**config.mk**
```make
export PLATFORM = sky130hd
export DESIGN_NAME = jump_sequencer
export DESIGN_NICKNAME = d
export VERILOG_FILES = /design/src/rtl/jump_sequencer.sv
export SDC_FILE = /design/constraint.sdc
export NUM_CORES = 1
export LEC_CHECK = 0
export CAP_MARGIN = 20
export CORE_UTILIZATION = 30
export CTS_CLUSTER_DIAMETER = 60
export CTS_CLUSTER_SIZE = 30
export DETAILED_ROUTE_END_ITERATION = 8
export MAX_ROUTING_LAYER = met4
export SYNTH_ARGS = -nofsm -noshare
export SYNTH_HDL_FRONTEND = slang
export SYNTH_SLANG_ARGS = --single-unit
export TNS_END_PERCENT = 1
```
**constraint.sdc**
```tcl
create_clock -name clk -period 4.25 [get_ports clk]
set_clock_uncertainty 0.2 [all_clocks]
set_input_delay 0.6375 -clock clk [delete_from_list [all_inputs] [get_ports clk]]
set_output_delay 0.6375 -clock clk [all_outputs]
set_load 0.01 [all_outputs]
```
**src/rtl/jump_sequencer.sv**
```systemverilog
// Control sequencer for the 16-bit jump/call: fetches J1/J2 through PC, optionally
// saves the return address in XY, then loads PC from J when the branch is taken.
module jump_sequencer #(
    parameter int SETTLE_CYCLES = 2,
    parameter int LOAD_CYCLES   = 1
) (
    input  logic clk,
    input  logic reset_n,
    input  logic start,
    input  logic is_call,
    input  logic cond_ok,
    output logic busy,
    output logic done,
    output logic sel_pc,
    output logic mem_rd,
    output logic ld_j1,
    output logic ld_j2,
    output logic ld_inc,
    output logic sel_inc,
    output logic ld_pc,
    output logic sel_j,
    output logic ld_xy
);

    localparam logic [2:0] IDLE   = 3'd0;
    localparam logic [2:0] FETCH1 = 3'd1;
    localparam logic [2:0] INC1   = 3'd2;
    localparam logic [2:0] FETCH2 = 3'd3;
    localparam logic [2:0] INC2   = 3'd4;
    localparam logic [2:0] JUMP   = 3'd5;
    localparam logic [2:0] DONE   = 3'd6;

    localparam logic [4:0] LAST_CNT = 5'(SETTLE_CYCLES + LOAD_CYCLES - 1);
    localparam logic [5:0] SETTLE   = 6'(SETTLE_CYCLES);

    typedef struct packed {
        logic busy;
        logic done;
        logic sel_pc;
        logic mem_rd;
        logic ld_j1;
        logic ld_j2;
        logic ld_inc;
        logic sel_inc;
        logic ld_pc;
        logic sel_j;
        logic ld_xy;
    } ctl_t;

    logic [2:0] state, nxt_state;
    logic [4:0] cnt, nxt_cnt;
    logic       call_q, cond_q;
    logic       phase_end;
    logic       ld_on;
    ctl_t       ctl_q, nxt_ctl;

    assign phase_end = (cnt == LAST_CNT);

    // NOTE: every signal assigned here gets a default first so no path leaves it
    // unassigned, which would infer a latch.
    always_comb begin
        nxt_state = state;
        nxt_cnt   = cnt + 5'd1;
        case (state)
            IDLE:    if (start) nxt_state = FETCH1;
            FETCH1:  if (phase_end) nxt_state = INC1;
            INC1:    if (phase_end) nxt_state = FETCH2;
            FETCH2:  if (phase_end) nxt_state = INC2;
            INC2:    if (phase_end) nxt_state = cond_q ? JUMP : DONE;
            JUMP:    if (phase_end) nxt_state = DONE;
            DONE:    nxt_state = IDLE;
            default: nxt_state = IDLE;
        endcase
        if (nxt_state != state || state == IDLE) nxt_cnt = '0;
    end

    // Outputs are decoded from the next state so they can be registered with no
    // added latency; loads occupy the last LOAD_CYCLES counts of each phase.
    assign ld_on = ({1'b0, nxt_cnt} + 6'd1) > SETTLE;

    always_comb begin
        nxt_ctl      = '0;
        nxt_ctl.busy = (nxt_state != IDLE);
        case (nxt_state)
            FETCH1: begin
                nxt_ctl.sel_pc = 1'b1;
                nxt_ctl.mem_rd = 1'b1;
                nxt_ctl.ld_j1  = ld_on;
                nxt_ctl.ld_inc = ld_on;
            end
            INC1: begin
                nxt_ctl.sel_inc = 1'b1;
                nxt_ctl.ld_pc   = ld_on;
            end
            FETCH2: begin
                nxt_ctl.sel_pc = 1'b1;
                nxt_ctl.mem_rd = 1'b1;
                nxt_ctl.ld_j2  = ld_on;
                nxt_ctl.ld_inc = ld_on;
            end
            INC2: begin
                nxt_ctl.sel_inc = 1'b1;
                nxt_ctl.ld_pc   = ld_on;
                nxt_ctl.ld_xy   = ld_on & call_q;
            end
            JUMP: begin
                nxt_ctl.sel_j = 1'b1;
                nxt_ctl.ld_pc = ld_on;
            end
            DONE:    nxt_ctl.done = 1'b1;
            default: nxt_ctl = '0;
        endcase
    end

    // NOTE: sequential state uses non-blocking assignments so every flop samples
    // the pre-edge values regardless of statement order.
    always_ff @(posedge clk) begin
        if (!reset_n) begin
            state  <= IDLE;
            cnt    <= '0;
            call_q <= 1'b0;
            cond_q <= 1'b0;
            ctl_q  <= '0;
        end else begin
            state <= nxt_state;
            cnt   <= nxt_cnt;
            ctl_q <= nxt_ctl;
            if (state == IDLE && start) begin
                call_q <= is_call;
                cond_q <= cond_ok;
            end
        end
    end

    assign busy    = ctl_q.busy;
    assign done    = ctl_q.done;
    assign sel_pc  = ctl_q.sel_pc;
    assign mem_rd  = ctl_q.mem_rd;
    assign ld_j1   = ctl_q.ld_j1;
    assign ld_j2   = ctl_q.ld_j2;
    assign ld_inc  = ctl_q.ld_inc;
    assign sel_inc = ctl_q.sel_inc;
    assign ld_pc   = ctl_q.ld_pc;
    assign sel_j   = ctl_q.sel_j;
    assign ld_xy   = ctl_q.ld_xy;

endmodule

```
==> impl_metrics.csv, run 1 <==
group,metric,value,unit
status,status,"complete, no violations",
power,p_sw_share,21.44,%
logic_synthesis,ys_ff_latch,20,
layout,largest_register_ffs,5,
power,finalPower,0.3931,mW
worst_hold_path,worstHoldPathType,"flop to flop",
power,p_sw,0.08427,mW
setup_path,r2r-start,"cnt[0]",
global_routing,grt_start_max_net_pins,13,
placement,hpwl,1290,µm
layout,top_regs,"cnt x5, state x3",
power,peakVddDrop,0.1617,mV
layout,top_register,"cnt",
route,vias,719,
power,power.share.clock,39.5,%
setup_path,crit_path_max_incr_delay,0.63,ns
floorplanning,die_h,56.38,µm
logic_synthesis,synth_top_family_by_area,"simple AND/OR/NAND/NOR gates",
route,wirelength,1669,µm
route,wl_per_cell,11.67,µm
logic_synthesis,synthAdderAreaFrac,5.642,%
clocking,cts_root_buf,"clkbuf_4",
worst_hold_path,min-delay-start,"call_q",
logic_synthesis,synthFlopType,"dfxtp_1",
logic_synthesis,synth_mux_area_share,2.257,%
power,p_per_area,350.7,nW/µm²
layout,postLayoutCoreUtil,40.31,%
route,drcViolationCount,0,
setup_path,path_class,"flop to flop",
floorplanning,fp-row-count,19,
layout,layout-drive-gt1-share,7.143,%
clocking,cts_buffers,3,
global_routing,grt_pass1_wl,2946,µm
sta,setup_viol,0,
logic_synthesis,syn_nets,103,
power,power_leakage,0.4491,nW
route,ant_nets,0,
setup_path,cp-start-kind,"flop",
power,pwr-share-seq,50.3,%
logic_synthesis,synth-xor-area-share,3.949,%
global_routing,antenna_found_initial,0,
sta,worst_pin_slew,0.6917,ns
setup_path,critical_path_buf_inv_count,1,
clocking,cts-resized-gates,0,
clocking,cts.hold.buffers_added,0,
setup_path,cp-end-kind,"flop",
global_routing,grt_overflow,0,
logic_synthesis,synth.cell_area,887.1,µm²
setup_path,path_cells,"inv_1, ha_1, nor4b_2, nor4_1, ha_1, o22ai_1, a211o_1, a222oi_1, nor3_1",
setup_path,cp_slowest_cell,"a222oi_1",
placement,gp_congestion,0.8175,
setup_path,cp_top_family,"compound AO/OA/AOI/OAI gates",
floorplanning,start_util,31.89,%
floorplanning,die_w,56.38,µm
global_routing,grt_use_total,12.32,%
placement,portBuffers,15,
route,dr.pass1.iters,4,
sta,hold_viol,0,
run,max_cap_viol_count,0,
setup_path,ff2ff_setup_slack,1.17,ns
route,first_iter_violations,24,
setup_path,cp_max_fo,8,
logic_synthesis,yosysTopAreaCellShare,45.13,%
floorplanning,die_area,3179,µm²
placement,dp_cells,139,
logic_synthesis,synth_common_cells,"dfxtp_1 (20), nor2_1 (12), nor3_1 (7), inv_1 (6)",
setup_path,startpoint,"cnt[0]",
logic_synthesis,ys_seq_area_share,45.13,%
layout,nets,122,
setup_path,path_common_cell,"ha_1",
logic_synthesis,synthCells,94,
logic_synthesis,synth.most_common_cell,"dfxtp_1",
logic_synthesis,yosysWarnings,0,
sta,layout_min_cycle_time,3.075,ns
logic_synthesis,yosys-top-cells-area,"dfxtp_1 (45%), ha_1 (5.6%), nor2_1 (5.1%)",
setup_path,crit_arrival,3.05,ns
logic_synthesis,yosysTopAreaCell,"dfxtp_1",
setup_path,cp.required,4.22,ns
clocking,htree_levels,1,
layout,fin_cells,143,
logic_synthesis,synthDistinctLibCells,35,
sta,final.period_utilization,72.36,%
logic_synthesis,synth-simple-area-share,28.49,%
sta,slew_violations,0,
sta,setup_tns,0,ns
layout,n_antenna_cell,0,
logic_synthesis,synth_edf_count,0,
layout,area_growth,26.38,%
logic_synthesis,synthArstFlopShare,0,%
clocking,cts_tree,"yes",
power,p_int,0.3088,mW
sta,max_slew_margin,53.89,%
clocking,clock_latency,0.30,ns
logic_synthesis,synth-compound-area-share,11.14,%
route,vias_per_cell,5.028,
global_routing,grt_pass1_vias,663,
sta,maxClockFrequency,325.2,MHz
logic_synthesis,avgSynthCellArea,9.437,µm²
sta,rsz0062_at_grt,"false",
clocking,cts.sinks,20,
clocking,clk_path_buf_depth,2,
power,combPwrFrac,10.2,%
floorplanning,coreArea,2781,µm²
clocking,cts_setup_buffers,0,
clocking,path_clk_slew,0.11,ns
floorplanning,pin_count,16,
[cell usage in the layout, fill, tap and decap left out, types with 2 or more instances in the layout]
cell type	instances
and3_1	2
nand3_1	4
dfxtp_1	20
xor2_1	3
mux2i_1	2
clkbuf_4	3
inv_1	6
nor2b_1	4
and2_1	3
nor4_1	2
nor2_1	12
clkdlybuf4s50_1	15
ha_1	4
nand2_1	3
nor3_1	7
[layout make-up]
cell class / count / area (µm²)
clock buffer: 3 / 22.52
clock inverter: 1 / 30.03
fill: 281 / 1660
inverter: 6 / 22.52
multi-input combinational: 67 / 456.7
sequential: 20 / 400.4
tap: 31 / 38.79
timing repair buffer: 15 / 150.1
[final timing paths]
path | endpoint | depth (start not counted)
worst max register to register | ld_j2 | 9
worst min register to register | ld_xy | 1
worst min-delay path | ld_xy | 1
worst max-delay path | ld_j2 | 9
[through the flow]
| step | worst slack (ns) | hold slack (ns) | cell area (µm²) |
|---|---|---|---|
| after global routing | 0.8973 | 0.3202 | 1121 |
| after floorplan | 1.530 | 0.2518 | 887.1 |
| final | 1.175 | 0.3106 | 1121 |
| after CTS | 1.177 | 0.3090 | 1121 |
| after detailed placement | 1.197 | 0.2887 | 1069 |
| after global placement | 1.355 | 0.2881 | 1069 |
[cell families (layout without fill, tap and decap cells)]
family,Yosys count,count (layout)
compound gates,12,12
xor+xnor,4,4
fa+ha+maj,4,4
buf+inv,7,25
flops,20,20
mux,2,2
simple gates,45,45
[power groups by stage]
stage	logic (mW)	clock network (mW)	registers (mW)
after floorplan	0.0235	0	0.203
after global placement	0.0397	0	0.202
after detailed placement	0.0402	0	0.202
after CTS	0.0403	0.160	0.198
after global routing	0.0443	0.167	0.199
final	0.0402	0.155	0.198
[metal layers]
layer	vias to the layer above	wire (µm)	GRT usage [%]
met1	329	790	15.20
met3	4	69	2.535
met5	-	0	-
met4	0	25	7.317
li1	371	-	-
met2	15	783	18.54
Note: power is estimated with default switching activity, not from simulation.
==> inputs of run 2 (changes only) <==
clock period = 2.9 ns   (was 4.25 ns; I/O delays follow)
==> run 2 against run 1 <==
  * Wire length about the same
  * Clock-buffer cell count unchanged
  * Clock power increased by 44%
  * First-iteration DRC count decreased by 63%
  * Worst setup slack got worse by 1.0 ns
  * Global-route usage decreased by 0.92 points
  * Sequential power increased by 46%
  * Cell count increased by 0.70%
  * Design area increased by 2.6%
  * Critical endpoint is now ld_xy
  * Largest cell class unchanged
  * Largest power group unchanged
  * Highest routed layer unchanged
==> impl_metrics.csv, run 2 (synthesis gave the netlist of run 1 again) <==
group,metric,value,unit
status,status,"complete, no violations",
placement,gp_congestion,0.8289,
global_routing,antenna_found_initial,0,
sta,holdWs,0.3062,ns
setup_path,cp_max_fo,8,
clocking,path_clk_slew,0.11,ns
power,power_leakage,0.4560,nW
route,first_iter_violations,9,
run,max_cap_viol_count,0,
power,p_per_area,501.6,nW/µm²
layout,fin_cells,144,
layout,nets,123,
sta,max_slew_margin,67.52,%
power,finalPower,0.5768,mW
sta,setup_slack,0.1436,ns
setup_path,cp.required,2.87,ns
route,ant_nets,0,
setup_path,cp-start-kind,"flop",
floorplanning,coreArea,2781,µm²
route,dr.pass1.iters,4,
power,peakVddDrop,0.2395,mV
clocking,cts_root_buf,"clkbuf_4",
sta,setup_viol,0,
floorplanning,die_area,3179,µm²
sta,layout_min_cycle_time,2.756,ns
floorplanning,start_util,31.89,%
layout,n_antenna_cell,0,
sta,maxClockFrequency,362.8,MHz
sta,setup_tns,0,ns
clocking,cts.sinks,20,
clocking,cts_tree,"yes",
layout,multi_input_area,478.0,µm²
route,vias_per_cell,4.965,
setup_path,cp-end-kind,"flop",
clocking,clock_latency,0.29,ns
route,wl_per_cell,11.58,µm
setup_path,path_class,"flop to flop",
global_routing,grt_pass1_vias,651,
layout,largest_register_ffs,5,
layout,top_register,"cnt",
layout,layout-drive-gt1-share,9.735,%
sta,rsz0062_at_grt,"false",
clocking,htree_levels,1,
layout,design_area,1150,µm²
route,vias,715,
placement,hpwl,1248,µm
clocking,cts_buffers,3,
floorplanning,die_h,56.38,µm
clocking,cts.hold.buffers_added,0,
sta,worst_pin_slew,0.4851,ns
layout,area_growth,29.62,%
layout,top_regs,"cnt x5, state x3",
placement,portBuffers,15,
global_routing,grt_start_max_net_pins,13,
sta,final.period_utilization,95.05,%
floorplanning,fp-row-count,19,
sta,hold_viol,0,
layout,seqCellArea,400.4,µm²
placement,dp_cells,140,
route,drcViolationCount,0,
sta,slew_violations,0,
global_routing,grt_pass1_wl,2718,µm
global_routing,grt_overflow,0,
placement,dp_slack,0.06475,ns
placement,postPlaceCellArea,1076,µm²
layout,postLayoutCoreUtil,41.34,%
setup_path,crit_arrival,2.73,ns
route,wirelength,1668,µm
worst_hold_path,worstHoldPathType,"flop to flop",
floorplanning,die_w,56.38,µm
layout,mostFrequentLayoutCells,"dfxtp_1 (20), clkdlybuf4s50_1 (15), nor2_1 (12)",
clocking,clk_path_buf_depth,2,
layout,layout_commonest_cell,"dfxtp_1",
layout,nFillCells,280,
global_routing,grt_use_total,11.40,%
floorplanning,pin_count,16,
==> run 2: cell types whose count changed in the layout (fill, tap and decap cells not counted), sizes merged <==
cell  delta
buf      +1
==> run 2: per-layer routing <==
| layer | wire length [µm] | global-route usage, % |
|---|---|---|
| met2 | 738 | 17.35 |
| met1 | 856 | 13.57 |
| met5 | 0 | - |
| met4 | 14 | 6.272 |
| met3 | 58 | 3.226 |
==> run 2: report_power, final <==
part	switching (mW)	internal, mW	leakage (nW)
combinational	0.0311	0.0331	0.265
sequential	0.00617	0.284	0.163
clock	0.0833	0.140	0.0279
total	0.121	0.456	0.456
==> run 2: area by class of cell <==
cell class | instances | share of cell area (%)
multi-input combinational | 67 | 41.57
sequential | 20 | 34.82
timing repair buffer | 16 | 13.71
tap | 31 | 3.373
clock inverter | 1 | 2.612
clock buffer | 3 | 1.959
inverter | 6 | 1.959
==> run 2: what timing repair did <==
action,in CTS,in global routing
setup buffers,0,0
endpoints found under the setup margin,0,5
gates resized for setup,0,3
==> run 2: critical path, cell delays in order, from the launching register on <==
cell,delay (ns)
dfxtp_1,0.47
inv_1,0.07
ha_1,0.20
nor4b_4,0.16
nor4_2,0.33
ha_1,0.25
o22ai_1,0.09
a211o_1,0.30
a222oi_1,0.32
buf_4,0.20
nor4b_1,0.05
==> run 2: path summary, 6_finish.rpt <==
check / depth (start not counted) / end / slack [ns] / start
setup / recovery: 10 / ld_xy / 0.14 / cnt[0]
hold / removal: 1 / ld_xy / 0.31 / call_q
setup reg to reg: 10 / ld_xy / 0.14 / cnt[0]
hold reg to reg: 1 / ld_xy / 0.31 / call_q
==> inputs of run 3 (changes only) <==
CORE_MARGIN = 3   (was unset)
GPL_ROUTABILITY_DRIVEN = 0   (was unset)
==> run 3 against run 2 <==
  * Wire length rose by 3.2%
  * Total power fell by 16%
  * Cell count fell by 0.69%
  * Sequential power barely moved
  * Fmax rose by 0.64%
  * Largest cell class unchanged
  * Worst hold slack improved by 0.020 ns
  * Global-route usage fell by 0.98 points
  * Sequential cell count did not move
  * Critical path depth did not move
  * Combinational power barely moved
  * Register-to-register slack improved by 0.02 ns
  * Critical path type unchanged
==> impl_metrics.csv, run 3 (synthesis gave the netlist of run 1 again) <==
group,metric,value,unit
status,status,"complete, no violations",
setup_path,cp-start-kind,"flop",
clocking,cts_root_buf,"clkbuf_4",
route,wl_per_cell,12.03,µm
placement,hpwl,1321,µm
route,dr.pass1.iters,4,
setup_path,cp-end-kind,"flop",
clocking,htree_levels,1,
power,combPwrFrac,13.3,%
floorplanning,start_util,31.89,%
worst_hold_path,worstHoldPathType,"flop to flop",
route,first_iter_violations,14,
power,power_leakage,0.4419,nW
sta,hold_viol,0,
placement,portBuffers,15,
global_routing,grt_overflow,0,
setup_path,crit_arrival,2.71,ns
floorplanning,die_w,60.38,µm
power,p_per_area,431.4,nW/µm²
setup_path,crit_path_max_incr_delay,0.46,ns
setup_path,path_cells,"inv_1, ha_1, nor4b_4, nor4_2, ha_1, o22ai_1, a211o_1, a222oi_1, buf_4, nor4b_1",
sta,slew_violations,0,
layout,layout_commonest_cell,"dfxtp_1",
power,p_int,0.3651,mW
layout,fin_cells,143,
floorplanning,pin_count,16,
clocking,clk_path_buf_depth,2,
sta,setup_tns,0,ns
sta,final.period_utilization,94.44,%
clocking,cts.hold.buffers_added,0,
power,p_sw,0.1180,mW
route,drcViolationCount,0,
floorplanning,die_h,60.38,µm
global_routing,grt_use_total,10.42,%
route,wirelength,1721,µm
power,pwr-share-seq,60.0,%
sta,holdWs,0.3259,ns
clocking,clock_latency,0.30,ns
power,peakVddDrop,0.4249,mV
global_routing,grt_pass1_vias,612,
run,max_cap_viol_count,0,
layout,nets,123,
clocking,cts.sinks,20,
layout,largest_register_ffs,5,
clocking,cts_tree,"yes",
global_routing,grt_pass1_wl,2656,µm
global_routing,antenna_found_initial,0,
layout,n_antenna_cell,0,
layout,top_register,"cnt",
setup_path,cp_slowest_cell,"dfxtp_1",
sta,maxClockFrequency,365.1,MHz
clocking,cts_setup_buffers,0,
floorplanning,fp-row-count,19,
sta,setup_slack,0.1612,ns
floorplanning,coreArea,2781,µm²
sta,max_slew_margin,67.60,%
route,vias_per_cell,5.140,
clocking,cts_buffers,3,
power,power.share.clock,26.7,%
placement,dp_slack,0.07930,ns
clocking,cts-resized-gates,0,
floorplanning,die_area,3646,µm²
setup_path,path_class,"flop to flop",
layout,mostFrequentLayoutCells,"dfxtp_1 (20), clkdlybuf4s50_1 (15), nor2_1 (12)",
setup_path,cp.required,2.87,ns
sta,worst_pin_slew,0.4840,ns
setup_path,cp_max_fo,8,
global_routing,grt_start_max_net_pins,11,
setup_path,path_common_cell,"ha_1",
layout,top_regs,"cnt x5, state x3",
sta,layout_min_cycle_time,2.739,ns
sta,setup_viol,0,
layout,area_growth,26.23,%
placement,dp_cells,140,
route,vias,735,
clocking,path_clk_slew,0.11,ns
power,p_sw_share,24.42,%
layout,layout-drive-gt1-share,8.929,%
route,ant_nets,0,
-- run 3: changes by cell type in the layout (fill, tap and decap cells not counted), sizes merged --
cell    previous run  this run
bufinv             1         0
-- run 3: path summary, 6_finish.rpt --
check | end | slack, ns | depth (start not counted) | startpoint
worst max-delay path | ld_xy | 0.16 | 10 | cnt[0]
worst min-delay path | ld_xy | 0.33 | 1 | call_q
worst max register to register | ld_xy | 0.16 | 10 | cnt[0]
worst min register to register | ld_xy | 0.33 | 1 | call_q
-- run 3: per-layer routing --
layer / routed length, µm / global-route usage (%)
met1: 778 / 11.63
met3: 102 / 4.043
met2: 804 / 15.74
met5: 0 / -
met4: 36 / 6.013
-- run 3: power groups by stage --
stage	registers [mW]	logic, mW	clock network (mW)
after floorplan	0.297	0.0344	0
final	0.290	0.0641	0.129
after CTS	0.290	0.0624	0.137
after detailed placement	0.296	0.0621	0
after global placement	0.296	0.0613	0
after global routing	0.291	0.0718	0.144
-- run 3: layout make-up --
cell class              instances  area [µm²]
clock buffers                   3       22.52
fillers                       272        1662
inverters                       6       22.52
multi-input cells              67       478.0
flip-flops and latches         20       400.4
well taps                      31       38.79
repair buffers                 16       157.7
-- run 3: critical path: cells and delay by family, from the launching register on --
kind                       cells  cell delay, ns
AOI/OAI and AO/OA              3            0.69
adders and majority gates      2            0.45
buffers and inverters          2            0.27
DFF                            1            0.46
and+or+nand+nor                3            0.54
-- run 3: through the flow --
step / utilization (%) / power (mW) / instance area (µm²)
2_1_floorplan: - / 0.3315 / 887.1
3_3_place_gp: 38.69 / 0.3573 / 1076
3_5_place_dp: 38.69 / 0.3582 / 1076
4_1_cts: 39.50 / 0.4896 / 1099
5_1_grt: 40.26 / 0.5076 / 1120
6_report: 40.26 / 0.4831 / 1120
